<file path="config.mk">
export PLATFORM = sky130hd
export DESIGN_NAME = vertical_timing_ctrl_flat
export DESIGN_NICKNAME = d
export VERILOG_FILES = /design/src/rtl/vertical_timing_ctrl_if.sv /design/src/rtl/vertical_timing_ctrl.sv /design/src/flat_wrapper.sv
export SDC_FILE = /design/constraint.sdc
export NUM_CORES = 1
export LEC_CHECK = 0
export ABC_AREA = 1
export CAP_MARGIN = 30
export CELL_PAD_IN_SITES_DETAIL_PLACEMENT = 1
export CELL_PAD_IN_SITES_GLOBAL_PLACEMENT = 1
export CORE_MARGIN = 1.5
export CORE_UTILIZATION = 32
export DETAILED_ROUTE_END_ITERATION = 10
export PLACE_DENSITY_LB_ADDON = 0.1
export SLEW_MARGIN = 20
export SYNTH_ARGS = -nofsm -noshare
export SYNTH_HDL_FRONTEND = slang
export SYNTH_SLANG_ARGS = --single-unit
</file>
<file path="constraint.sdc">
create_clock -name clk -period 1.66 [get_ports clk]
set_input_delay 0.332 -clock clk [delete_from_list [all_inputs] [get_ports clk]]
set_output_delay 0.332 -clock clk [all_outputs]
set_load 0.03 [all_outputs]
</file>
<file path="src/rtl/vertical_timing_ctrl_if.sv">
// Line-prefetch handshake between the vertical timing controller and the renderer.
`default_nettype none

interface vertical_timing_ctrl_if;
    logic       line_req;
    logic [8:0] line_num;
    logic       line_ack;

    modport master (output line_req, output line_num, input line_ack);
    modport slave  (input line_req, input line_num, output line_ack);
endinterface

`default_nettype wire

</file>
<file path="src/rtl/vertical_timing_ctrl.sv">
// ============================================================================
// Module   : vertical_timing_ctrl
// Brief    : VGA vertical counter, sync/blank, display enable, frame markers
//            and per-line prefetch request/ack handshake.
// Revision : 1.0
// ============================================================================
`default_nettype none

module vertical_timing_ctrl #(
    parameter int H_VISIBLE     = 640,
    parameter int H_TOTAL       = 800,
    parameter int V_VISIBLE     = 480,
    parameter int V_FRONT_PORCH = 10,
    parameter int V_SYNC_PULSE  = 2,
    parameter int V_BACK_PORCH  = 33,
    parameter int V_TOTAL       = V_VISIBLE + V_FRONT_PORCH + V_SYNC_PULSE + V_BACK_PORCH
) (
    input  wire logic               clk,
    input  wire logic               reset,
    input  wire logic [10:0]        h_count,
    input  wire logic               underrun_clr,
    vertical_timing_ctrl_if.master  line_if,
    output logic [10:0]             v_count,
    output logic                    vsync,
    output logic                    vblank,
    output logic                    video_on,
    output logic                    frame_start,
    output logic [15:0]             frame_cnt,
    output logic                    underrun,
    output logic                    underrun_sticky
);

    localparam logic [10:0] H_VIS      = 11'(H_VISIBLE);
    localparam logic [10:0] H_LAST     = 11'(H_TOTAL - 1);
    localparam logic [10:0] V_VIS      = 11'(V_VISIBLE);
    localparam logic [10:0] V_LAST     = 11'(V_TOTAL - 1);
    localparam logic [10:0] SYNC_START = 11'(V_VISIBLE + V_FRONT_PORCH);
    localparam logic [10:0] SYNC_END   = 11'(V_VISIBLE + V_FRONT_PORCH + V_SYNC_PULSE);

    typedef enum logic [0:0] {
        ST_IDLE = 1'b0,
        ST_REQ  = 1'b1
    } state_t;

    state_t      state_q, state_d;
    logic [10:0] v_count_q, v_count_d;
    logic        vsync_q, vsync_d;
    logic        vblank_q, vblank_d;
    logic        video_on_q, video_on_d;
    logic        frame_start_q, frame_start_d;
    logic [15:0] frame_cnt_q, frame_cnt_d;
    logic        line_req_q, line_req_d;
    logic [8:0]  line_num_q, line_num_d;
    logic        underrun_q, underrun_d;
    logic        sticky_q, sticky_d;

    logic        line_end;
    logic [10:0] v_next;

    always_comb begin
        line_end      = (h_count == H_LAST);
        v_next        = (v_count_q == V_LAST) ? 11'd0 : v_count_q + 11'd1;

        state_d       = state_q;
        v_count_d     = v_count_q;
        vsync_d       = vsync_q;
        vblank_d      = vblank_q;
        frame_start_d = 1'b0;
        frame_cnt_d   = frame_cnt_q;
        line_req_d    = line_req_q;
        line_num_d    = line_num_q;
        underrun_d    = 1'b0;

        // Sync and blank follow the line being entered, not the one being left.
        if (line_end) begin
            v_count_d = v_next;
            vblank_d  = (v_next >= V_VIS);
            vsync_d   = !((v_next >= SYNC_START) && (v_next < SYNC_END));
            if (v_count_q == V_LAST) begin
                frame_start_d = 1'b1;
                frame_cnt_d   = frame_cnt_q + 16'd1;
            end
        end

        video_on_d = (h_count < H_VIS) && (v_count_q < V_VIS);

        case (state_q)
            ST_IDLE: begin
                if ((h_count == H_VIS) && (v_next < V_VIS)) begin
                    state_d    = ST_REQ;
                    line_req_d = 1'b1;
                    line_num_d = v_next[8:0];
                end
            end
            ST_REQ: begin
                // An ack coinciding with line end still counts as a completed fetch.
                if (line_if.line_ack) begin
                    state_d    = ST_IDLE;
                    line_req_d = 1'b0;
                end else if (line_end) begin
                    state_d    = ST_IDLE;
                    line_req_d = 1'b0;
                    underrun_d = 1'b1;
                end
            end
            default: begin
                state_d    = ST_IDLE;
                line_req_d = 1'b0;
            end
        endcase

        if (underrun_d) begin
            sticky_d = 1'b1;
        end else if (underrun_clr) begin
            sticky_d = 1'b0;
        end else begin
            sticky_d = sticky_q;
        end
    end

    always_ff @(posedge clk or posedge reset) begin
        if (reset) begin
            state_q       <= ST_IDLE;
            v_count_q     <= 11'd0;
            vsync_q       <= 1'b1;
            vblank_q      <= 1'b0;
            video_on_q    <= 1'b0;
            frame_start_q <= 1'b0;
            frame_cnt_q   <= 16'd0;
            line_req_q    <= 1'b0;
            line_num_q    <= 9'd0;
            underrun_q    <= 1'b0;
            sticky_q      <= 1'b0;
        end else begin
            state_q       <= state_d;
            v_count_q     <= v_count_d;
            vsync_q       <= vsync_d;
            vblank_q      <= vblank_d;
            video_on_q    <= video_on_d;
            frame_start_q <= frame_start_d;
            frame_cnt_q   <= frame_cnt_d;
            line_req_q    <= line_req_d;
            line_num_q    <= line_num_d;
            underrun_q    <= underrun_d;
            sticky_q      <= sticky_d;
        end
    end

    assign v_count          = v_count_q;
    assign vsync            = vsync_q;
    assign vblank           = vblank_q;
    assign video_on         = video_on_q;
    assign frame_start      = frame_start_q;
    assign frame_cnt        = frame_cnt_q;
    assign line_if.line_req = line_req_q;
    assign line_if.line_num = line_num_q;
    assign underrun         = underrun_q;
    assign underrun_sticky  = sticky_q;

endmodule

`default_nettype wire

</file>
<file path="src/flat_wrapper.sv">
// flat-port wrapper written by rule: the top's interface ports become plain ports
module vertical_timing_ctrl_flat 
#(
    parameter int H_VISIBLE     = 640,
    parameter int H_TOTAL       = 800,
    parameter int V_VISIBLE     = 480,
    parameter int V_FRONT_PORCH = 10,
    parameter int V_SYNC_PULSE  = 2,
    parameter int V_BACK_PORCH  = 33,
    parameter int V_TOTAL       = V_VISIBLE + V_FRONT_PORCH + V_SYNC_PULSE + V_BACK_PORCH
)
  (clk, reset, h_count, underrun_clr, v_count, vsync, vblank, video_on, frame_start, frame_cnt, underrun, underrun_sticky, line_if_line_req, line_if_line_num, line_if_line_ack);
  vertical_timing_ctrl_if line_if_i ();
  input  wire logic clk;
  input  wire logic reset;
  input  wire logic [10:0] h_count;
  input  wire logic underrun_clr;
  output logic [10:0] v_count;
  output logic vsync;
  output logic vblank;
  output logic video_on;
  output logic frame_start;
  output logic [15:0] frame_cnt;
  output logic underrun;
  output logic underrun_sticky;
  output wire logic [$bits(line_if_i.line_req)-1:0] line_if_line_req;
  output wire logic [$bits(line_if_i.line_num)-1:0] line_if_line_num;
  input wire logic [$bits(line_if_i.line_ack)-1:0] line_if_line_ack;
  assign line_if_line_req = line_if_i.line_req;
  assign line_if_line_num = line_if_i.line_num;
  assign line_if_i.line_ack = line_if_line_ack;
  vertical_timing_ctrl #(.H_VISIBLE(H_VISIBLE), .H_TOTAL(H_TOTAL), .V_VISIBLE(V_VISIBLE), .V_FRONT_PORCH(V_FRONT_PORCH), .V_SYNC_PULSE(V_SYNC_PULSE), .V_BACK_PORCH(V_BACK_PORCH), .V_TOTAL(V_TOTAL)) u_core (.clk(clk), .reset(reset), .h_count(h_count), .underrun_clr(underrun_clr), .line_if(line_if_i), .v_count(v_count), .vsync(vsync), .vblank(vblank), .video_on(video_on), .frame_start(frame_start), .frame_cnt(frame_cnt), .underrun(underrun), .underrun_sticky(underrun_sticky));
endmodule
</file>
==> qor.yml <==
cells_and_area:
  antenna_cells: 0
  fill_cells: 919
  fin_cells: 538
  final_nets: 456
  regArea_mm2: 0.00111
  multi_input_comb_area_mm2: 0.00137
  syn2layout_area_growth_pct: 63.0
  stdcell_area_mm2: 0.00396
  drive_gt1_share_pct: 31.7
global_route:
  grt_antenna_before_repair: 0
  grt_pass1_wl_mm: 13.6
  grt_max_degree: 45
  grtUsageTotal_pct: 20.9
  gr-total-overflow: 0
  grt_pass1_vias: 2743
timing:
  report.final.setup_viol: 22
  worst_slew_pin_slew_ns: 0.344
  max_freq_mhz: 558
  fin_tns_setup_ns: -1.70
  rsz0062_at_grt: "yes"
  holdWs_ns: 0.357
  report.final.slew_viol_count: 0
  maxSlewHeadroom_pct: 76.9
  finalHoldViolCount: 0
  min_period_over_period_pct: 108
  setup_slack_ns: -0.131
  period_minus_slack_ns: 1.79
  skew_ns: 0.00670
clocking:
  hold_buffers: 0
  cts_root_buf: "clkbuf_8"
  cts_buffer_depth: 2
  numCtsBuffers: 5
  path_clk_slew_ns: 0.09
  clkSinkCount: 44
  cts_tree: "done"
  insertion_delay_ns: 0.31
  h-tree-depth: 2
placed_design:
  routabilityCongestion: 0.878
  dp_hpwl_mm: 5.74
  postPlaceCellArea_mm2: 0.00346
  dp_cells: 511
  io_buffers: 57
logic_synthesis:
  syn-num-nets: 332
  yosysMostFrequentCell: "nand2_1"
  syn_area_mm2: 0.00243
  synth.top_cell.area_share_pct: 44.3
  synthTopCellsByArea: "dfrtp_1 (44%), nand2_1 (14%), inv_1 (5.7%)"
  synth.yosys.seq_area_share_pct: 45.4
  synth_commonest_cells: "nand2_1 (91), dfrtp_1 (43), inv_1 (37)"
  ys_seq_elements: 44
  yosysUniqueCellTypes: 31
  synth_top_cell_by_area: "dfrtp_1"
  synthCells: 314
  synth-async-reset-ratio_pct: 100
  synth-edff-count: 0
  ys_warn_count: 0
  synth_area_per_cell_um2: 7.74
  synth_flop_cell: "dfrtp_1"
power:
  p_total_w: 0.00218
  p_clk_share_pct: 41.9
  comb_power_share_pct: 8.3
  power_density_mw_per_mm2: 550
  seq_power_share_pct: 49.8
  ir_worst_vdd_uv: 463
  swShare_pct: 23.8
  internal-power_w: 0.00166
  leakagePower_nw: 2.04
  p_sw_w: 0.000520
die:
  die_x_um: 90.1
  core_mm2: 0.00729
  ios: 58
  fp-row-count: 31
  die_area_mm2: 0.00813
  initial_core_util_pct: 33.3
  die_y_um: 90.1
routing:
  finalWirelength_mm: 8.32
  drtIter0Drc: 114
  ant_nets: 0
  wl_per_cell_um: 15.5
  dr.pass1.iters: 4
  vias: 2571
  vias_per_cell: 4.78
  drcViolationCount: 0
setup_path:
  crit_path_start_kind: "flip-flop"
  cp-startpoint: "u_core.v_count[0]$_DFFE_PP0N_"
  required_ns: 1.86
  path_class: "flip-flop to flip-flop"
  arrival_ns: 1.99
  path_max_fanout: 8
  reg2reg_setup_slack_ns: -0.13
  reg2reg_from: "u_core.v_count[0]$_DFFE_PP0N_"
  worst_setup_path_end_kind: "flip-flop"
status:
  outcome: "finished with violations"
  violations: "negative setup slack"
worst_hold_path:
  holdCritPathClass: "input pin to async pin"
run:
  drv_cap: 0
[stage by stage]
stage | setup slack, ns | utilization, %
2_1_floorplan | 0.00406 | -
3_3_place_gp | -0.316 | 47.5
3_5_place_dp | -0.399 | 47.5
4_1_cts | -0.161 | 52.1
5_1_grt | -0.226 | 54.3
6_report | -0.131 | 54.3
[registers in the layout (all words and copies together), names as in the netlist]
register	cells
u_core.frame_cnt	16
u_core.v_count	11
u_core.line_if.line_num	9
u_core.frame_start	1
u_core.line_if.line_req	1
u_core.state_q	1
u_core.underrun	1
u_core.underrun_sticky	1
u_core.vblank	1
u_core.video_on	1
u_core.vsync	1
[power groups by stage]
stage | combinational (W) | sequential, W | clock (W)
floorplan | 0.0000493 | 0.00112 | 0
global placement | 0.000165 | 0.00111 | 0
detailed placement | 0.000167 | 0.00111 | 0
CTS | 0.000177 | 0.00109 | 0.000935
global route | 0.000197 | 0.00109 | 0.000976
finish | 0.000181 | 0.00109 | 0.000913
[cell families after synthesis]
family	after synthesis	share of synthesized area (%)
and+or+nand+nor	187	34.9
buffers and inverters	44	7.67
DFF	44	45.4
AOI/OAI and AO/OA	19	4.38
xor gates and xnor gates	17	6.13
adders and majority gates	3	1.54
[cell type report]
type,instances,area share [%]
well taps,99,3.13
multi-input cells,227,34.7
inverters,38,3.73
repair buffers,122,27.4
clock buffers,6,2.08
clock inverters,2,0.979
flip-flops and latches,44,28.0
[placed cells by master, fill, tap and decap left out, drive strengths merged, types with 2 or more instances in the layout]
cell type      count
xnor2              6
clkbuf             6
clkdlybuf4s15      4
dfrtp             43
nor2              40
dlymetal6s2s       3
xor2              11
dlygate4sd2       36
or2                2
inv               37
nand3             23
nand2             94
clkdlybuf4s50     14
nand4             17
nor3               8
nor4               2
clkinv             2
o21ai             15
buf               65
ha                 3
[path summary, 6_finish.rpt]
| path | end | cells after the start |
|---|---|---|
| setup / recovery | u_core.frame_cnt[8]$_DFFE_PP0P_ | 10 |
| hold / removal | u_core.frame_start$_DFF_PP0_ | 3 |
| setup reg to reg | u_core.frame_cnt[8]$_DFFE_PP0P_ | 10 |
| hold reg to reg | u_core.line_if.line_num[1]$_DFFE_PP0P_ | 2 |
| max in group asynchronous | u_core.vsync$_DFFE_PP1N_ | 3 |
| min in group clk | u_core.line_if.line_num[1]$_DFFE_PP0P_ | 2 |
[per-layer routing]
metal / global-route usage [%] / part of all wire [%]
met5: 0 / 0
met4: 4.89 / 1.1
met3: 4.15 / 3.0
met2: 34.1 / 49
met1: 28.5 / 47
[what timing repair did]
item	in CTS	in global routing
pin swaps	27	26
cloned	2	0
endpoints found under the setup margin	65	42
buffers inserted	9	10
gates resized for setup	85	40
[worst max-delay path, cell delays in order, from the launching register on]
cell     delay, ns
dfrtp_2       0.43
inv_2         0.08
ha_4          0.16
nand2_4       0.05
nor2_4        0.14
nand3_4       0.10
buf_6         0.14
nor2_4        0.23
buf_4         0.16
nand3_2       0.06
xnor2_1       0.13
Power figures use the tool's default switching activity.
